### src/rtl/spi_responder_pkg.sv
// rtl/spi_responder_pkg.sv - shared types and flag positions for the SPI responder
//
// Purpose: FSM state encoding and helpers that locate the status flags at the
//          top of the outgoing frame.
// Contents: state_e, DEF_FRAME_BITS, new_bit_pos(), ovr_bit_pos()
package spi_responder_pkg;

  typedef enum logic [1:0] {
    ST_IDLE   = 2'd0,
    ST_ACTIVE = 2'd1,
    ST_DONE   = 2'd2
  } state_e;

  localparam int DEF_FRAME_BITS = 16;

  // The flags sit in the two MSBs of the frame, whatever its length.
  function automatic int new_bit_pos(input int frame_bits);
    return frame_bits - 1;
  endfunction

  function automatic int ovr_bit_pos(input int frame_bits);
    return frame_bits - 2;
  endfunction

endpackage

### src/rtl/spi_responder_sync.sv
// rtl/spi_responder_sync.sv - 2-flop synchronizer with rise/fall detect
//
// Purpose: bring one asynchronous pin into the clk domain and flag its edges.
// Ports:
//   clk, nreset        : system clock, async active-low reset
//   d_i                : asynchronous pin
//   q_o                : synchronized level
//   rise_o / fall_o    : one-cycle edge strobes, 2 clk after the pin moves
//                        (registered by the consumer on the 3rd edge)
module spi_sync #(
  parameter logic RESET_VAL = 1'b0
) (
  input  logic clk,
  input  logic nreset,
  input  logic d_i,
  output logic q_o,
  output logic rise_o,
  output logic fall_o
);

  // [0],[1] synchronizer, [2] previous synchronized value for edge detect.
  logic [2:0] sh_q;

  always_ff @(posedge clk or negedge nreset) begin
    if (!nreset) begin
      sh_q <= {3{RESET_VAL}};
    end else begin
      sh_q <= {sh_q[1:0], d_i};
    end
  end

  assign q_o    = sh_q[1];
  assign rise_o = sh_q[1] & ~sh_q[2];
  assign fall_o = ~sh_q[1] & sh_q[2];

endmodule

### src/rtl/spi_responder.sv
// rtl/spi_responder.sv - SPI mode-0 responder returning the latest ADC sample
//
// Purpose: hold the newest ADC sample with new/overrun flags, shift it out on
//          MISO MSB first, and collect the controller's MOSI word.
// Ports:
//   clk, nreset              : system clock, async active-low reset
//   sample, sample_valid     : ADC result and its one-cycle strobe
//   sclk, ncs, mosi          : asynchronous SPI inputs (oversampled)
//   miso, miso_oe            : SPI data out and pad output enable
//   rx_data, rx_valid        : last complete MOSI word and its update pulse
//   busy                     : frame in progress
module spi_responder
  import spi_responder_pkg::*;
#(
  parameter int SAMPLE_W   = 10,
  parameter int FRAME_BITS = DEF_FRAME_BITS
) (
  input  logic                  clk,
  input  logic                  nreset,
  input  logic [SAMPLE_W-1:0]   sample,
  input  logic                  sample_valid,
  input  logic                  sclk,
  input  logic                  ncs,
  input  logic                  mosi,
  output logic                  miso,
  output logic                  miso_oe,
  output logic [FRAME_BITS-1:0] rx_data,
  output logic                  rx_valid,
  output logic                  busy
);

  localparam int CNT_W   = $clog2(FRAME_BITS + 1);
  localparam int NEW_BIT = new_bit_pos(FRAME_BITS);
  localparam int OVR_BIT = ovr_bit_pos(FRAME_BITS);
  localparam logic [CNT_W-1:0] LAST_CNT = CNT_W'(FRAME_BITS - 1);

  logic sclk_rise, sclk_fall, ncs_rise, ncs_fall, mosi_s;
  logic unused_sclk_lvl, unused_ncs_lvl, unused_mosi_rise, unused_mosi_fall;

  spi_sync #(.RESET_VAL(1'b0)) u_sync_sclk (
    .clk(clk), .nreset(nreset), .d_i(sclk),
    .q_o(unused_sclk_lvl), .rise_o(sclk_rise), .fall_o(sclk_fall)
  );

  // Chip select idles high; resetting its synchronizer high avoids a
  // phantom frame start when reset releases.
  spi_sync #(.RESET_VAL(1'b1)) u_sync_ncs (
    .clk(clk), .nreset(nreset), .d_i(ncs),
    .q_o(unused_ncs_lvl), .rise_o(ncs_rise), .fall_o(ncs_fall)
  );

  spi_sync #(.RESET_VAL(1'b0)) u_sync_mosi (
    .clk(clk), .nreset(nreset), .d_i(mosi),
    .q_o(mosi_s), .rise_o(unused_mosi_rise), .fall_o(unused_mosi_fall)
  );

  state_e                state_q;
  logic [FRAME_BITS-1:0] tx_q, rx_sh_q, rx_data_q, tx_word, rx_next;
  logic [CNT_W-1:0]      cnt_q;
  logic                  miso_q, miso_oe_q, busy_q, rx_valid_q;
  logic [SAMPLE_W-1:0]   hold_q, hold_d;
  logic                  new_q, new_d, ovr_q, ovr_d;
  logic                  done_hit;

  // Final SCLK rise of the frame; chip-select release takes priority.
  assign done_hit = (state_q == ST_ACTIVE) && !ncs_rise && sclk_rise &&
                    (cnt_q == LAST_CNT);
  assign rx_next  = {rx_sh_q[FRAME_BITS-2:0], mosi_s};

  always_comb begin
    tx_word                 = '0;
    tx_word[SAMPLE_W-1:0]   = hold_q;
    tx_word[NEW_BIT]        = new_q;
    tx_word[OVR_BIT]        = ovr_q;
  end

  // A new sample beats a simultaneous end-of-frame clear: the fresh sample
  // is unread, while the overrun it would have caused was already reported.
  always_comb begin
    hold_d = hold_q;
    new_d  = new_q;
    ovr_d  = ovr_q;
    if (sample_valid) begin
      hold_d = sample;
      new_d  = 1'b1;
      ovr_d  = done_hit ? 1'b0 : (ovr_q | new_q);
    end else if (done_hit) begin
      new_d = 1'b0;
      ovr_d = 1'b0;
    end
  end

  always_ff @(posedge clk or negedge nreset) begin
    if (!nreset) begin
      hold_q <= '0;
      new_q  <= 1'b0;
      ovr_q  <= 1'b0;
    end else begin
      hold_q <= hold_d;
      new_q  <= new_d;
      ovr_q  <= ovr_d;
    end
  end

  always_ff @(posedge clk or negedge nreset) begin
    if (!nreset) begin
      state_q    <= ST_IDLE;
      tx_q       <= '0;
      rx_sh_q    <= '0;
      rx_data_q  <= '0;
      cnt_q      <= '0;
      miso_q     <= 1'b0;
      miso_oe_q  <= 1'b0;
      busy_q     <= 1'b0;
      rx_valid_q <= 1'b0;
    end else begin
      rx_valid_q <= 1'b0;
      case (state_q)
        ST_IDLE: begin
          if (ncs_fall) begin
            state_q   <= ST_ACTIVE;
            tx_q      <= tx_word;
            cnt_q     <= '0;
            miso_q    <= tx_word[FRAME_BITS-1];
            miso_oe_q <= 1'b1;
            busy_q    <= 1'b1;
          end
        end
        ST_ACTIVE: begin
          if (ncs_rise) begin
            state_q   <= ST_IDLE;
            miso_q    <= 1'b0;
            miso_oe_q <= 1'b0;
            busy_q    <= 1'b0;
          end else if (sclk_rise) begin
            rx_sh_q <= rx_next;
            cnt_q   <= cnt_q + CNT_W'(1);
            if (done_hit) begin
              state_q    <= ST_DONE;
              rx_valid_q <= 1'b1;
              rx_data_q  <= rx_next;
              miso_q     <= 1'b0;
            end
          end else if (sclk_fall) begin
            tx_q   <= {tx_q[FRAME_BITS-2:0], 1'b0};
            miso_q <= tx_q[FRAME_BITS-2];
          end
        end
        ST_DONE: begin
          if (ncs_rise) begin
            state_q   <= ST_IDLE;
            miso_oe_q <= 1'b0;
            busy_q    <= 1'b0;
          end
        end
        default: state_q <= ST_IDLE;
      endcase
    end
  end

  assign miso     = miso_q;
  assign miso_oe  = miso_oe_q;
  assign busy     = busy_q;
  assign rx_valid = rx_valid_q;
  assign rx_data  = rx_data_q;

endmodule

### config.mk
export PLATFORM = sky130hd
export DESIGN_NAME = spi_responder
export DESIGN_NICKNAME = d
export VERILOG_FILES = /design/src/rtl/spi_responder_pkg.sv /design/src/rtl/spi_responder_sync.sv /design/src/rtl/spi_responder.sv
export SDC_FILE = /design/constraint.sdc
export NUM_CORES = 1
export LEC_CHECK = 0
export CAP_MARGIN = 20
export CORE_ASPECT_RATIO = 0.5
export CORE_MARGIN = 10
export CORE_UTILIZATION = 30
export CTS_CLUSTER_DIAMETER = 120
export CTS_CLUSTER_SIZE = 24
export DETAILED_ROUTE_END_ITERATION = 10
export PLACE_DENSITY = 0.45
export SLEW_MARGIN = 20
export SYNTH_ARGS = -nofsm -noshare
export SYNTH_HDL_FRONTEND = slang
export SYNTH_SLANG_ARGS = --single-unit
### constraint.sdc
create_clock -name clk -period 4.7 [get_ports clk]
set_input_delay 0.705 -clock clk [delete_from_list [all_inputs] [get_ports clk]]
set_output_delay 0.705 -clock clk [all_outputs]
set_load 0.02 [all_outputs]
==> results of run 1 <==
flip-flops by register name (all words and copies together) (netlist names):
name / flops
u_sync_sclk.sh_q: 3
ovr_q: 1
state_q: 2
rx_valid: 1
cnt_q: 5
rx_sh_q: 15
hold_q: 10
u_sync_ncs.sh_q: 3
new_q: 1
rx_data: 16
busy: 1
u_sync_mosi.sh_q: 2
tx_q: 15
miso: 1
final timing paths:
check / startpoint / to / slack, ns / cells after the start
min in group asynchronous: nreset / rx_data[9] / 0.52 / 1
max: state_q[1] / tx_q[2] / 2.05 / 5
max in group asynchronous: nreset / tx_q[9] / 3.54 / 1
min: u_sync_sclk.sh_q[0] / u_sync_sclk.sh_q[1] / 0.35 / 0
min reg2reg: u_sync_sclk.sh_q[0] / u_sync_sclk.sh_q[1] / 0.35 / 0
max reg2reg: state_q[1] / tx_q[2] / 2.05 / 5
layout make-up:
cell class	instances	area share
clock buffer	12	0.06382
clock inverter	4	0.01183
inverter	15	0.01401
multi-input combinational	128	0.3060
sequential	76	0.4742
tap	140	0.04359
timing repair buffer	35	0.08655
power groups by stage:
stage	sequential, mW	combinational [mW]	clock (mW)
floorplan	0.860	0.398	0
global placement	0.875	0.483	0
detailed placement	0.875	0.499	0
CTS	0.866	0.500	0.718
global route	0.883	0.545	0.762
finish	0.863	0.490	0.700
cells by family after synthesis:
family	count (synthesis)	share of synthesized area
flip-flops	76	0.5849
buffers and inverters	24	0.03763
multiplexers	71	0.2496
AND/OR/NAND/NOR	28	0.04839
adder cells (fa/ha/maj)	7	0.02688
AO/OA/AOI/OAI	22	0.05261
per-stage QoR:
stage | hold slack [ns] | utilization
after floorplan | 0.3312 | -
after global placement | 0.3384 | 0.3569
after detailed placement | 0.3441 | 0.3569
after CTS | 0.3497 | 0.3861
after global routing | 0.3558 | 0.3861
final | 0.3471 | 0.3861
Yosys cell counts (3+ instances only):
cell type,count,area [um2]
buf_4,4,30.03
mux2_2,58,653.1
o21ai_0,4,20.02
mux2_4,6,90.09
a21oi_1,5,25.02
dfstp_2,3,78.83
ha_1,7,87.58
nor2b_1,5,31.28
mux2i_1,7,70.07
nand3_1,3,15.01
inv_1,15,56.30
nor2_1,3,11.26
nand2_1,7,26.28
nand2b_1,3,18.77
dfrtp_1,73,1827
worst register-to-register path, delay by kind of cell (launching register included):
| family | cells | cell delay (ns) |
|---|---|---|
| multiplexers | 1 | 0.42 |
| adder cells (fa/ha/maj) | 1 | 0.77 |
| buffers and inverters | 1 | 0.09 |
| flip-flops | 1 | 0.38 |
| AO/OA/AOI/OAI | 2 | 0.88 |
routing by layer:
| metal | vias to the layer above | global-route usage | wire length, um |
|---|---|---|---|
| met5 | - | 0 | 0 |
| met4 | 0 | 0.02378 | 69 |
| met3 | 7 | 0.04010 | 321 |
| met2 | 31 | 0.1275 | 2707 |
| met1 | 922 | 0.09274 | 2804 |
| li1 | 865 | - | - |
==> impl_results.md, run 1 <==
- Pwr/cell area: 510.9 mW/mm2
- Number of synthesized flops with an enable pin: 0
- FMAX: 377.1 MHz
- Final GP Congestion: 0.7659
- Die width: 167.4 um
- Max Cap Violations: 0
- TritonCTS clock tree: built
- Pleak: 1.823 nW
- Ports: 36
- Area growth from synthesis to layout: 23.35%
- Vias in the first global route: 2027
- Syn_area_per_cell: 14.29 um2
- Finished layout cell area: 0.004019 mm2
- Clock share of power: 0.341
- Unrepaired setup endpoints after global routing: no
- Fin cells: 410
- Worst EP arrival: 2.86 ns
- Commonest non-fill, non-tap cell in the layout: dfrtp_1
- CP Launch Type: flip-flop
- FILL cells: 1026
- Net total in the final layout: 288
- Grt total ovfl: 0
- Register share of total power: 0.420
- Max incr delay on CP: 0.77 ns
- Total power: 2.053 mW
- Postcts setup bufs: 0
- Psw: 554.9 uW
- Remaining DRCs: 0
- Crit path cell chain: inv_1, ha_1, a211oi_2, a41oi_4, mux2_2
- Status: complete, no violations
- Final setup margin: 2.048 ns
- Distinct cells, synth: 33
- FF+latch count, synth: 76
- Root Driver: clkbuf_16
- Die Area: 0.01568 mm2
- CTS sink count: 76
- CP Data Required Time: 4.91 ns
- CTS buffer count: 9
- Fin crit share: 0.5642
- Family with the most delay on the worst path: compound AO/OA/AOI/OAI gates
- Comb pwr share: 0.239
- Max FO, Critical Path: 23
- Footprint of the multi-input gates: 0.001230 mm2
- Setup tns final: 0 ns
- Final setup viols: 0
- Reg clk slew, reported paths: 0.06 ns
- Clk buf depth: 2
- Sw Share: 0.2703
- Vias: 1825
- Largest net degree at the start of global routing: 77
- Port bufs: 35
- Final number of hold-violating endpoints: 0
- Synth Flop Type: dfrtp_1
- Slew HR: 0.3580
- H-tree depth: 3
- Placed cells: 394
- Yosys warnings: 0
- Layout cell share with drive strength beyond 1: 0.3259
- Most frequent cells in the layout: 73 x dfrtp_1, 58 x mux2_2, 34 x clkdlybuf4s50_1
- Syn Std Cell Area: 0.003258 mm2
- Total Wirelength: 5903 um
- First-pass GRT wire length: 10070 um
- Worst-skew pair later-pin latency: 0.33 ns
- Starting Density: 0.3130
- Mapped Cells: 228
- DR pass1 iterations: 4
- GRT Util Overall: 0.07971
- Post_cts resized: 0
- Initial antenna violation count: 0
- Post-layout min period: 2.652 ns
- Worst Path Buf+Inv: 1
- Syn_nets: 251
- Register area share after synthesis: 0.5849
- Register area: 0.001906 mm2
- WL/cell: 14.40 um
- # hold bufs at CTS: 0
- Vias per cell: 4.451
- Diodes inserted: 0
- Critical path capture point type: flip-flop
- DP Wirelength: 3929 um
- Placeable Area: 0.01041 mm2
- Final Slew Violations: 0
- Critical-path top delay cell: ha_1
- FP Rows: 26
- Slew @ Worst Pin: 0.9630 ns
- Critical path class: flip-flop to flip-flop
- Die H: 93.69 um
- Clk_skew: 0.003167 ns
- DP Area: 0.003715 mm2
- Place WS: 2.001 ns
- HP Class: flip-flop to flip-flop
- Async set or reset register ratio after synthesis: 1.000
- Cell Int Power: 1.498 mW
- Initial drt markers: 60
- ANT nets after route: 0
- Max VDD drop: 0.0002124 V
(Power assumes the default switching activity.)
==> run 2: changes to the inputs <==
==> constraint.sdc (replaced) <==
create_clock -name clk -period 2.49 [get_ports clk]
set_input_delay 0.3735 -clock clk [delete_from_list [all_inputs] [get_ports clk]]
set_output_delay 0.3735 -clock clk [all_outputs]
set_load 0.02 [all_outputs]
==> impl_results.md, run 2 (synthesized netlist as in run 1, its figures left out) <==
- Status: complete, no violations
- First-pass GRT wire length: 10150 um
- Final setup margin: 0.2826 ns
- Worst EP arrival: 2.45 ns
- Root Driver: clkbuf_16
- Footprint of the multi-input gates: 0.001230 mm2
- ANT nets after route: 0
- Port bufs: 35
- Place WS: 0.2651 ns
- Vias in the first global route: 1998
- Net total in the final layout: 293
- Final Slew Violations: 0
- DP Wirelength: 4003 um
- FILL cells: 992
- CTS sink count: 76
- Unrepaired setup endpoints after global routing: no
- Worst-skew pair later-pin latency: 0.33 ns
- Slew @ Worst Pin: 0.6203 ns
- Fin crit share: 0.8865
- Area growth from synthesis to layout: 24.50%
- Final setup viols: 0
- Largest register FFs: 16
- H-tree depth: 3
- Total Wirelength: 5881 um
- Clk_skew: 0.008681 ns
- Vias per cell: 4.461
- Post-layout min period: 2.207 ns
- Remaining DRCs: 0
- Die width: 167.4 um
- DP Area: 0.003765 mm2
- Reg clk slew, reported paths: 0.06 ns
- # hold bufs at CTS: 0
- Max Cap Violations: 0
- Die Area: 0.01568 mm2
- Pleak: 1.838 nW
- Layout cell share with drive strength beyond 1: 0.3358
- TritonCTS clock tree: built
- CP Data Required Time: 2.73 ns
- Clk buf depth: 2
- Largest net degree at the start of global routing: 77
- Die H: 93.69 um
- Starting Density: 0.3130
- Setup tns final: 0 ns
- Critical path capture point type: flip-flop
- FP Rows: 26
- Pwr/cell area: 949.5 mW/mm2
- Final number of hold-violating endpoints: 0
- Critical path class: flip-flop to flip-flop
- Most frequent cells in the layout: 73 x dfrtp_1, 58 x mux2_2, 34 x clkdlybuf4s50_1
- Slew HR: 0.5852
- Fin cells: 414
- CTS buffer count: 9
- DR pass1 iterations: 4
- Max FO, Critical Path: 12
- Max VDD drop: 0.0003476 V
- Grt total ovfl: 0
- Finished layout cell area: 0.004056 mm2
- Placeable Area: 0.01041 mm2
- Postcts setup bufs: 0
- HP Class: input port to asynchronous set/reset pin
- Commonest non-fill, non-tap cell in the layout: dfrtp_1
- Ports: 36
- GRT Util Overall: 0.08081
- Vias: 1847
- WL/cell: 14.21 um
- Final GP Congestion: 0.7604
- CP Launch Type: flip-flop
- Diodes inserted: 0
- Placed cells: 399
- Post_cts resized: 0
- Initial antenna violation count: 0
- Initial drt markers: 55
- FMAX: 453.0 MHz
- Register area: 0.001906 mm2
[run 2: cell types whose count changed in the layout (fill, tap and decap cells not counted)]
cell and change:
clkinv_2 -2, clkbuf_8 -2, clkinv_4 +1, clkinvlp_4 +1
buf_4 +4, buf_12 +1, inv_6 +1
[run 2: final cells by class]
| class | count | share of cell area |
|---|---|---|
| Tap cell | 140 | 0.04318 |
| Timing Repair Buffer | 40 | 0.09809 |
| Multi-Input combinational cell | 128 | 0.3032 |
| Inverter | 15 | 0.01388 |
| Clock buffer | 10 | 0.05645 |
| Clock inverter | 5 | 0.01542 |
| Sequential cell | 76 | 0.4698 |
[run 2: final timing paths]
check                                 endpoint           startpoint  cells after the start  slack, ns
hold reg to reg            u_sync_mosi.sh_q[1]  u_sync_mosi.sh_q[0]                      0       0.35
min in group clk           u_sync_mosi.sh_q[1]  u_sync_mosi.sh_q[0]                      0       0.35
setup reg to reg                      tx_q[13]           state_q[0]                      7       0.28
max in group asynchronous   u_sync_ncs.sh_q[2]               nreset                      2       2.10
setup / recovery                      tx_q[13]           state_q[0]                      7       0.28
hold / removal                      rx_sh_q[9]               nreset                      2       0.06
[run 2: critical path: stages (launching register included)]
cell	delay, ns
dfrtp_1	0.39
inv_1	0.09
ha_1	0.33
mux2i_1	0.25
a211oi_2	0.08
a41oi_4	0.52
buf_4	0.25
mux2i_1	0.20
[run 2: stage by stage]
stage	util	total power, mW	hold WS [ns]
floorplan	-	2.373	0.07791
global placement	0.3617	2.589	0.3355
detailed placement	0.3617	2.614	0.3362
CTS	0.3897	3.916	0.07719
global route	0.3897	4.094	0.08925
finish	0.3897	3.852	0.06077
[run 2: routing by layer]
metal / up-vias / wire length, um / share of wire / global-route usage
li1: 874 / - / - / -
met1: 937 / 2845 / 0.48 / 0.1000
met2: 29 / 2635 / 0.45 / 0.1212
met3: 7 / 318 / 0.054 / 0.03843
met4: 0 / 81 / 0.014 / 0.02810
met5: - / 0 / 0 / 0
[run 2: power by group]
part,internal (mW),switching (mW)
clock network,0.775,0.502
registers,1.48,0.150
logic,0.537,0.406
total,2.79,1.06
==> run 3: changes to the inputs <==
--- a/config.mk
+++ b/config.mk
@@ -13,6 +13,7 @@
 export CTS_CLUSTER_SIZE = 24
 export DETAILED_ROUTE_END_ITERATION = 10
 export PLACE_DENSITY = 0.45
+export SETUP_SLACK_MARGIN = 0.3
 export SLEW_MARGIN = 20
 export SYNTH_ARGS = -nofsm -noshare
 export SYNTH_HDL_FRONTEND = slang
==> impl_results.md, run 3 (synthesized netlist as in run 1, its figures left out) <==
- Vias per cell: 4.445
- Place WS: 0.2651 ns
- Final setup viols: 0
- Psw: 1.066 mW
- Net total in the final layout: 295
- FP Rows: 26
- Fin crit share: 0.8103
- Status: complete, no violations
- First-pass GRT wire length: 10200 um
- Reg clk slew, reported paths: 0.06 ns
- TritonCTS clock tree: built
- Sw Share: 0.2744
- Root Driver: clkbuf_16
- H-tree depth: 3
- Critical path class: flip-flop to flip-flop
- Initial antenna violation count: 0
- Pleak: 1.853 nW
- Post-layout min period: 2.018 ns
- WL/cell: 14.27 um
- Max FO, Critical Path: 9
- Comb pwr share: 0.251
- Layout cell share with drive strength beyond 1: 0.3406
- Slew @ Worst Pin: 0.6203 ns
- Finished layout cell area: 0.004084 mm2
- Vias: 1849
- Area growth from synthesis to layout: 25.35%
- Port bufs: 35
- Slew HR: 0.5852
- Final GP Congestion: 0.7604
- Vias in the first global route: 1997
- Pwr/cell area: 950.9 mW/mm2
- Cell Int Power: 2.818 mW
- DR pass1 iterations: 4
- DP Wirelength: 4003 um
- Ports: 36
- Largest net degree at the start of global routing: 77
- Clock share of power: 0.329
- CP Data Required Time: 2.70 ns
- Final setup margin: 0.4723 ns
- Register share of total power: 0.420
- Total Wirelength: 5935 um
- Remaining DRCs: 0
- Worst EP arrival: 2.23 ns
- Initial drt markers: 48
- Critical path capture point type: flip-flop
- ANT nets after route: 0
- Grt total ovfl: 0
- CP Launch Type: flip-flop
- GRT Util Overall: 0.08117
- Unrepaired setup endpoints after global routing: no
- Max VDD drop: 0.0003493 V
- Starting Density: 0.3130
- Clk_skew: 0.008681 ns
- Die H: 93.69 um
- Commonest non-fill, non-tap cell in the layout: dfrtp_1
- # hold bufs at CTS: 0
- DP Area: 0.003765 mm2
- Most frequent cells in the layout: 73 x dfrtp_1, 58 x mux2_2, 34 x clkdlybuf4s50_1
- Max Cap Violations: 0
- CTS sink count: 76
- Setup tns final: 0 ns
- Largest register FFs: 16
- FMAX: 495.6 MHz
- CTS buffer count: 9
- Die Area: 0.01568 mm2
- Final number of hold-violating endpoints: 0
- HP Class: input port to asynchronous set/reset pin
- Worst-skew pair later-pin latency: 0.33 ns
- Die width: 167.4 um
- Final Slew Violations: 0
- Clk buf depth: 2
- Diodes inserted: 0
- Placeable Area: 0.01041 mm2
- FILL cells: 993
==> run 3: changes by cell type in the layout (fill, tap and decap cells not counted) <==
cell,change
buf_12,+1
buf_4,+1
==> run 3: power by group through the flow <==
stage                     logic (mW)  clock network (mW)  registers, mW
after global routing            1.07                1.39           1.67
after floorplan                0.751                   0           1.62
after detailed placement       0.965                   0           1.65
after CTS                      0.995                1.32           1.63
after global placement         0.939                   0           1.65
final                          0.975                1.28           1.63
==> run 3: layer usage <==
layer | wire (um) | part of all wire | up-vias | global-route usage
met5 | 0 | 0 | - | 0
met2 | 2656 | 0.45 | 29 | 0.1219
li1 | - | - | 877 | -
met1 | 2880 | 0.49 | 936 | 0.1005
met3 | 316 | 0.053 | 7 | 0.03843
met4 | 81 | 0.014 | 0 | 0.02810
==> run 3: layout make-up <==
type	count	area [um2]	area share
Multi-Input combinational cell	128	1230	0.3012
Clock inverter	5	62.56	0.01532
Inverter	15	56.30	0.01379
Sequential cell	76	1906	0.4666
Clock buffer	10	229.0	0.05607
Tap cell	140	175.2	0.04289
Timing Repair Buffer	42	425.4	0.1042
==> run 3: worst max-delay path: stages, from the launching register on <==
cell and delay, ns:
dfrtp_1 0.40, inv_1 0.09, ha_1 0.33, mux2i_1 0.25
a211oi_2 0.08, a41oi_4 0.23, buf_4 0.22, mux2_4 0.30
==> run 3: path summary, 6_finish.rpt <==
kind	startpoint	slack [ns]	cells past startpoint	end
max in group asynchronous	nreset	2.10	2	u_sync_ncs.sh_q[2]
min	nreset	0.06	2	rx_sh_q[9]
min reg2reg	u_sync_mosi.sh_q[0]	0.35	0	u_sync_mosi.sh_q[1]
max reg2reg	state_q[0]	0.47	7	tx_q[14]
min in group clk	u_sync_mosi.sh_q[0]	0.35	0	u_sync_mosi.sh_q[1]
max	state_q[0]	0.47	7	tx_q[14]
==> run 3: stage by stage <==
stage / hold slack, ns / utilization / power [mW] / cells
after floorplan: 0.07791 / - / 2.373 / 228
after global placement: 0.3355 / 0.3617 / 2.589 / 399
after detailed placement: 0.3362 / 0.3617 / 2.614 / 399
after CTS: 0.07719 / 0.3923 / 3.947 / 416
after global routing: 0.08925 / 0.3923 / 4.125 / 416
final: 0.06123 / 0.3923 / 3.884 / 416
==> run 3: repair_timing <==
action                                  in CTS  in global routing
setup buffers                                2                  0
gates resized for setup                      0                  0
endpoints found under the setup margin       7                  0
==> variant, RTL diff (flow settings as in run 3) <==
`DEF_FRAME_BITS`: 16 -> 32.
--- a/src/rtl/spi_responder_pkg.sv
+++ b/src/rtl/spi_responder_pkg.sv
@@ -13,3 +13,3 @@
 
-  localparam int DEF_FRAME_BITS = 16;
+  localparam int DEF_FRAME_BITS = 32;
 
Interface: changed (resized rx_data); port bits go from 36 to 52. No check against the original RTL was run, so the function may have changed too.
==> variant against run 3 <==
Setup slack worse by 0.046 ns; clock skew is 0.0071 ns higher; core utilization is 0.45 points higher; non-clock buffer count is 19 higher; synthesized cell count is 64% higher; design area is 61% higher; critical path depth is 3 lower; wire length is 68% higher; via count is 66% higher; area after synthesis is 58% higher; sequential cell count is 49 higher; power is 55% higher; critical endpoint is now tx_q[2]$_DFFE_PN0P_.
==> variant: results (changes against run 3) <==
[outcome]
status = completed  ; unchanged

[clock_network]
numCtsBuffers = 17  ; was 9
cts_sinks = 125  ; was 76
holdBufCountCts = 1  ; was 0
post-cts-setup-buffers = 0  ; was 2

[cells_and_area]
final_nets = 458  ; was 295
sh_seq_area = 0.475  ; was 0.467
n_all_inverters = 9  ; was 15
final-nonclk-buf-share = 0.0933  ; was 0.104
num-multi-input-gates = 222  ; was 128
multi_input_area_share = 0.290  ; was 0.301
buffers = 61  ; was 42

[min_path]
hold_path_class = reg2reg  ; was in2async

[global_route]
grt_pass1_wl_um = 17200  ; was 10200 um
grt_use_met3 = 0.0296  ; was 0.0384
grt_pass1_vias = 3354  ; was 1997
grt_max_degree = 57  ; was 77

[power_and_ir_drop]
p_leak_nw = 2.94  ; was 1.85 nW

[placement]
port_buffers = 51  ; was 35
place_congestion = 0.735  ; was 0.760
pre_cts_slack_ns = 0.391  ; was 0.265 ns

[routing]
wl_met3_um = 296  ; was 316 um
wl_um = 9980  ; was 5940 um

[yosys]
synthesis.instances = 375  ; was 228
yosysSeqAreaShare = 0.608  ; was 0.585
synthTopCellsByArea = dfrtp_1 (59%), mux2_2 (21%), mux2i_1 (4.1%)  ; was dfrtp_1 (56%), mux2_2 (20%), mux2_4 (2.8%)

-- variant: critical path, cell delays in order (launching register included) --
cell,delay [ns]
dfstp_2,0.56
nand2b_1,0.31
a21boi_4,0.16
o31ai_4,0.52
mux2_2,0.40
-- variant: how the worst max path moves through the flow --
stage	from	end	slack, ns	depth (start not counted)
final	u_sync_ncs.sh_q[2]$_DFF_PN1_	tx_q[2]$_DFFE_PN0P_	0.43	4
after global routing	u_sync_ncs.sh_q[2]$_DFF_PN1_	tx_q[2]$_DFFE_PN0P_	0.30	4
after CTS	u_sync_ncs.sh_q[2]$_DFF_PN1_	tx_q[2]$_DFFE_PN0P_	0.40	4
after detailed placement	u_sync_ncs.sh_q[2]$_DFF_PN1_	tx_q[7]$_DFFE_PN0P_	0.39	4
after global placement	u_sync_ncs.sh_q[2]$_DFF_PN1_	tx_q[3]$_DFFE_PN0P_	0.48	4
after floorplan	state_q[1]$_DFFE_PN0P_	tx_q[4]$_DFFE_PN0P_	0.59	6
-- variant: power by group through the flow --
| stage | registers [mW] | logic [mW] | clock network [mW] |
|---|---|---|---|
| floorplan | 2.43 | 0.787 | 0 |
| global placement | 2.46 | 1.04 | 0 |
| detailed placement | 2.46 | 1.08 | 0 |
| CTS | 2.43 | 1.08 | 2.59 |
| global route | 2.47 | 1.21 | 2.69 |
| finish | 2.43 | 1.08 | 2.52 |
-- variant: kinds of logic after synthesis --
| group | count (synthesis) | synth area share |
|---|---|---|
| flip-flops | 125 | 0.608 |
| multiplexers | 115 | 0.246 |
| AND/OR/NAND/NOR | 71 | 0.0634 |
| AO/OA/AOI/OAI | 30 | 0.0432 |
| buffers and inverters | 28 | 0.0250 |
| adder cells (fa/ha/maj) | 6 | 0.0146 |
